==> src/rtl/fifo_stream_reader.sv <==
// fifo_stream_reader: read-side controller turning a registered-output FIFO into a valid/ready stream
//   clk, resetn (async, active-low), flush (sync clear of skid buffer and in-flight read)
//   fifo_empty, fifo_r_en, fifo_d_out : FIFO read port, data valid the cycle after an accepted read
//   m_valid, m_ready, m_data, m_last  : downstream stream, m_data is the skid buffer head
//   rd_count                          : delivered-word counter, wraps
//   FIFO_READER_LAST_EN               : when defined, m_last marks every BURST_LEN-th beat
module fifo_stream_reader #(
    parameter int DATA_WIDTH = 16,
    parameter int CNT_WIDTH  = 16,
    parameter int BURST_LEN  = 8
) (
    input  logic                  clk,
    input  logic                  resetn,
    input  logic                  flush,
    input  logic                  fifo_empty,
    output logic                  fifo_r_en,
    input  logic [DATA_WIDTH-1:0] fifo_d_out,
    output logic                  m_valid,
    input  logic                  m_ready,
    output logic [DATA_WIDTH-1:0] m_data,
    output logic                  m_last,
    output logic [CNT_WIDTH-1:0]  rd_count
);
    typedef enum logic [1:0] {EMPTY, ONE, TWO} occ_t;

    occ_t                  state_q, state_d;
    logic                  inflight_q;
    logic [DATA_WIDTH-1:0] head_q, head_d, tail_q, tail_d;
    logic                  pop, capture;
    logic [1:0]            occ;
    logic [2:0]            pending;

    if (BURST_LEN < 1 || BURST_LEN > (2 ** CNT_WIDTH) - 1) begin : g_bad_burst
        $error("BURST_LEN out of range");
    end

    assign occ     = (state_q == EMPTY) ? 2'd0 : (state_q == ONE) ? 2'd1 : 2'd2;
    assign m_valid = state_q != EMPTY;
    assign m_data  = head_q;
    assign pop     = m_valid & m_ready;
    // returning read data is dropped while flushing
    assign capture = inflight_q & !flush;
    // words held plus words on their way, minus the one leaving this edge; pop implies occ >= 1
    assign pending   = {1'b0, occ} + {2'b0, inflight_q} - {2'b0, pop};
    assign fifo_r_en = resetn & !fifo_empty & !flush & (pending < 3'd2);

    always_ff @(posedge clk or negedge resetn) begin
        if (!resetn) begin
            state_q    <= EMPTY;
            inflight_q <= 1'b0;
            head_q     <= '0;
            tail_q     <= '0;
            rd_count   <= '0;
        end else begin
            state_q    <= state_d;
            inflight_q <= fifo_r_en;
            head_q     <= head_d;
            tail_q     <= tail_d;
            if (pop)
                rd_count <= rd_count + CNT_WIDTH'(1);
        end
    end

    always_comb begin
        state_d = state_q;
        head_d  = head_q;
        tail_d  = tail_q;
        if (flush)
            state_d = EMPTY;
        else
            case (state_q)
                EMPTY: if (capture) begin
                    state_d = ONE;
                    head_d  = fifo_d_out;
                end
                ONE: if (capture && pop)
                    head_d = fifo_d_out;
                else if (capture) begin
                    state_d = TWO;
                    tail_d  = fifo_d_out;
                end else if (pop)
                    state_d = EMPTY;
                TWO: if (pop) begin
                    head_d  = tail_q;
                    tail_d  = fifo_d_out;
                    state_d = capture ? TWO : ONE;
                end
                default: state_d = EMPTY;
            endcase
    end

    // a read is only issued when a slot is guaranteed, so TWO never sees a capture
    assert property (@(posedge clk) disable iff (!resetn) !(capture && state_q == TWO));

`ifdef FIFO_READER_LAST_EN
    logic [CNT_WIDTH-1:0] burst_cnt;

    assign m_last = m_valid & (burst_cnt == CNT_WIDTH'(BURST_LEN - 1));

    always_ff @(posedge clk or negedge resetn) begin
        if (!resetn)
            burst_cnt <= '0;
        else if (flush)
            burst_cnt <= '0;
        else if (pop)
            burst_cnt <= m_last ? '0 : burst_cnt + CNT_WIDTH'(1);
    end
`else
    assign m_last = 1'b0;
`endif

endmodule

==> config.mk <==
export PLATFORM = sky130hd
export DESIGN_NAME = fifo_stream_reader
export DESIGN_NICKNAME = d
export VERILOG_FILES = /design/src/rtl/fifo_stream_reader.sv
export SDC_FILE = /design/constraint.sdc
export NUM_CORES = 1
export LEC_CHECK = 0
export CORE_MARGIN = 1
export CORE_UTILIZATION = 45
export CTS_CLUSTER_SIZE = 28
export DETAILED_ROUTE_END_ITERATION = 10
export GPL_TIMING_DRIVEN = 0
export HOLD_SLACK_MARGIN = 0.1
export PLACE_DENSITY = 0.73
export SETUP_SLACK_MARGIN = 0.4
export SLEW_MARGIN = 15
export SYNTH_ARGS = -nofsm -noshare
export SYNTH_HDL_FRONTEND = slang
export SYNTH_SLANG_ARGS = --single-unit
==> constraint.sdc <==
create_clock -name clk -period 3 [get_ports clk]
set_clock_uncertainty 0.1 [all_clocks]
set_input_delay 0.9 -clock clk [delete_from_list [all_inputs] [get_ports clk]]
set_output_delay 0.9 -clock clk [all_outputs]
set_load 0.005 [all_outputs]
==> impl_metrics.py <==
metrics = {
    "layout": {
        "nNetsFinal": 261,
        "syn2layout_area_growth_pct": 31.5,
        "n_antenna_cell": 0,
        "drive_above_1_share_pct": 27.2,
        "filler_cell_count": 434,
    },
    "synth": {
        "yosys.area.top_type": "dfrtp_1",
        "synth_adder_area_share_pct": 1.03,
        "synthXorXnorAreaFrac_pct": 5.40,
        "synth-edff-count": 0,
        "synth-seq-cells": 51,
        "synth_top_family_by_area": "multiplexers",
        "yosysSeqAreaShare_pct": 52.4,
        "syn_avg_cell_area_um2": 14.0,
        "synth_top_area_share_pct": 52.4,
        "synth-warning-count": 0,
        "synth.distinct_cells": 32,
        "synth.mux.area_fraction_pct": 25.0,
        "synthSimpleGateAreaFrac_pct": 10.3,
        "yosys-top-cells-area": "dfrtp_1 52%, mux2_4 11%, mux2_2 8.8%, mux2_1 5.1%, xnor2_1 4.3%",
        "synth_nets": 197,
        "async_flop_share_pct": 100,
        "synth_compound_area_share_pct": 2.98,
        "ys.flop_type": "dfrtp_1",
        "syn_area_um2": 2430,
        "synth_cells": 174,
    },
    "timing": {
        "finalMaxSlewViolations": 0,
        "min_period_ps": 3360,
        "fin_crit_sh_pct": 112,
        "final.setup.tns_ps": -358,
        "setup_viol": 1,
        "rsz0062_at_grt": "yes",
        "layout_setup_ws_ps": -358,
        "hold_violations": 0,
        "fmax_mhz": 298,
    },
    "pwr": {
        "peakVddDrop_v": 0.000328,
        "static-leakage-power_nw": 1.47,
        "power_density_nw_per_um2": 513,
        "power_mw": 1.64,
    },
    "routing": {
        "dr.pass1.iters": 4,
        "remaining_drc_errors": 0,
        "routed_wl_um": 4040,
        "viasPerCell": 4.91,
        "vias": 1516,
        "dr.first_iter.drc_count": 32,
        "drt-wirelength-per-cell_um": 13.1,
        "ant_nets": 0,
    },
    "floorplan": {
        "die_area_um2": 5710,
        "die_h_um": 75.6,
        "initial_core_util_pct": 47.1,
        "core-area_um2": 5170,
        "num_io_pins": 56,
        "die_w_um": 75.6,
        "rows": 26,
    },
    "clock_network": {
        "clock-sinks": 51,
        "clk_pin_slew_ps": 90,
        "cts_buffers": 5,
        "clk_latency_ps": 300,
        "clock_path_buffers": 2,
        "cts_tree": "yes",
        "hold_buffers": 0,
        "htreeDepth": 2,
        "cts_root_buf": "clkbuf_8",
    },
    "critical_path": {
        "start_kind": "primary input",
        "cp.arrival_ps": 2360,
        "timing.rr.start": "state_q[1]",
        "ff2ff_path_depth": 8,
        "crit_fanout": 8,
        "crit_start": "m_ready",
        "cp_data_required_time_ps": 2000,
        "worstSetupEndpointType": "primary output",
        "path_class": "primary input to primary output",
    },
    "worst_hold_path": {
        "hold_start": "rd_count[15]",
        "min_path_type": "flip-flop to flip-flop",
        "holdPathStages": 1,
    },
    "global_routing": {
        "first_global_vias": 1438,
        "antenna_found_initial": 0,
        "grt_max_degree": 30,
        "grt_overflow": 0,
        "gr-usage-all-layers_pct": 16.0,
        "grt_pass1_wl_um": 6830,
    },
    "status": {
        "violations": "setup timing",
        "status": "finished, violations left",
    },
    "placement": {
        "dpl.hpwl_um": 2920,
        "gp_congestion": 0.671,
        "port_buffers": 54,
    },
    "flow_run": {
        "cap_violations": 0,
    },
}
area by class of cell:
class | count | area (um^2) | area share (%)
clock buffers | 8 | 100 | 3.13
flip-flops and latches | 51 | 1280 | 39.9
well taps | 70 | 87.6 | 2.74
plain buffers | 6 | 63.8 | 1.99
inverters | 1 | 3.75 | 0.117
multi-input cells | 116 | 1100 | 34.3
repair buffers | 57 | 572 | 17.9
per-stage QoR:
stage	utilization (%)	std cells	setup slack, ps	hold slack [ps]	instance area (um^2)
global placement	59.4	298	-2370	363	3070
global route	61.9	309	-425	392	3200
floorplan	-	174	-70.4	354	2440
detailed placement	59.7	299	-1320	370	3090
finish	61.9	309	-358	373	3200
CTS	61.8	308	-365	383	3190
layer usage:
| metal | GRT usage, % | part of all wire, % | up-vias |
|---|---|---|---|
| met3 | 4.76 | 4.5 | 6 |
| li1 | - | - | 730 |
| met4 | 4.94 | 1.3 | 0 |
| met2 | 24.2 | 45 | 40 |
| met5 | 0 | 0 | - |
| met1 | 22.3 | 49 | 740 |
cells by family (layout without fill, tap and decap cells):
| kind of cell | Yosys count | count (layout) |
|---|---|---|
| adder cells (fa/ha/maj) | 2 | 2 |
| buffers and inverters | 7 | 72 |
| multiplexers | 48 | 48 |
| AND/OR/NAND/NOR | 41 | 41 |
| XOR/XNOR | 15 | 15 |
| flip-flops | 51 | 51 |
| other | 1 | 1 |
| AO/OA/AOI/OAI | 9 | 9 |
what timing repair did:
action / CTS / global route
setup buffers: 1 / 1
setup endpoints to repair: 3 / 1
resized for setup: 13 / 0
pin swaps: 0 / 0
endpoints found under the hold margin: 0 / 0
critical path: stages:
cell and delay (ps):
buf_8 110, nand2b_4 130, o21ai_1 100, and2_1 140, ha_1 230, or4b_4 480, a21oi_2 130, buf_2 130
cells in the mapped netlist, types with 3 or more instances:
cell type	instances
and2_1	5
nand3_1	5
buf_6	3
mux2_2	19
nand4_1	3
nand2_1	10
o21ai_0	3
dfrtp_1	51
and4_1	3
mux2_4	18
mux2_1	11
xnor2_1	12
nor2_1	4
xor2_1	3
cells in the final DEF (no fill, tap or decap), drive strengths merged, types with 2 or more instances in the layout:
master / instances
and4: 3
nand3: 5
a21oi: 4
o21ai: 4
nand2b: 3
nor2: 4
mux2: 48
buf: 12
nor2b: 3
xnor2: 12
dfrtp: 51
clkdlybuf4s50: 50
nand2: 11
and2: 5
nand4: 3
clkbuf: 8
ha: 2
xor2: 3
power breakdown:
part / internal, mW / switching (mW) / total, mW / leakage, nW
Clock: 0.211 / 0.208 / 0.419 / 0.0515
Sequential: 0.791 / 0.0709 / 0.862 / 0.668
Combinational: 0.263 / 0.0997 / 0.363 / 0.749
Total: 1.26 / 0.378 / 1.64 / 1.47
worst paths after layout:
kind / to / slack [ps]
max reg2reg: inflight_q / 1050
max: fifo_r_en / -360
max in group asynchronous: tail_q[3] / 1940
min reg2reg: rd_count[15] / 370
min: rd_count[15] / 370
min in group asynchronous: m_data[15] / 410
flip-flops by register name, indices dropped and copies added (netlist names):
name / cells
rd_count: 16
tail_q: 16
m_data: 16
inflight_q: 1
state_q: 2
(Power assumes the default switching activity.)
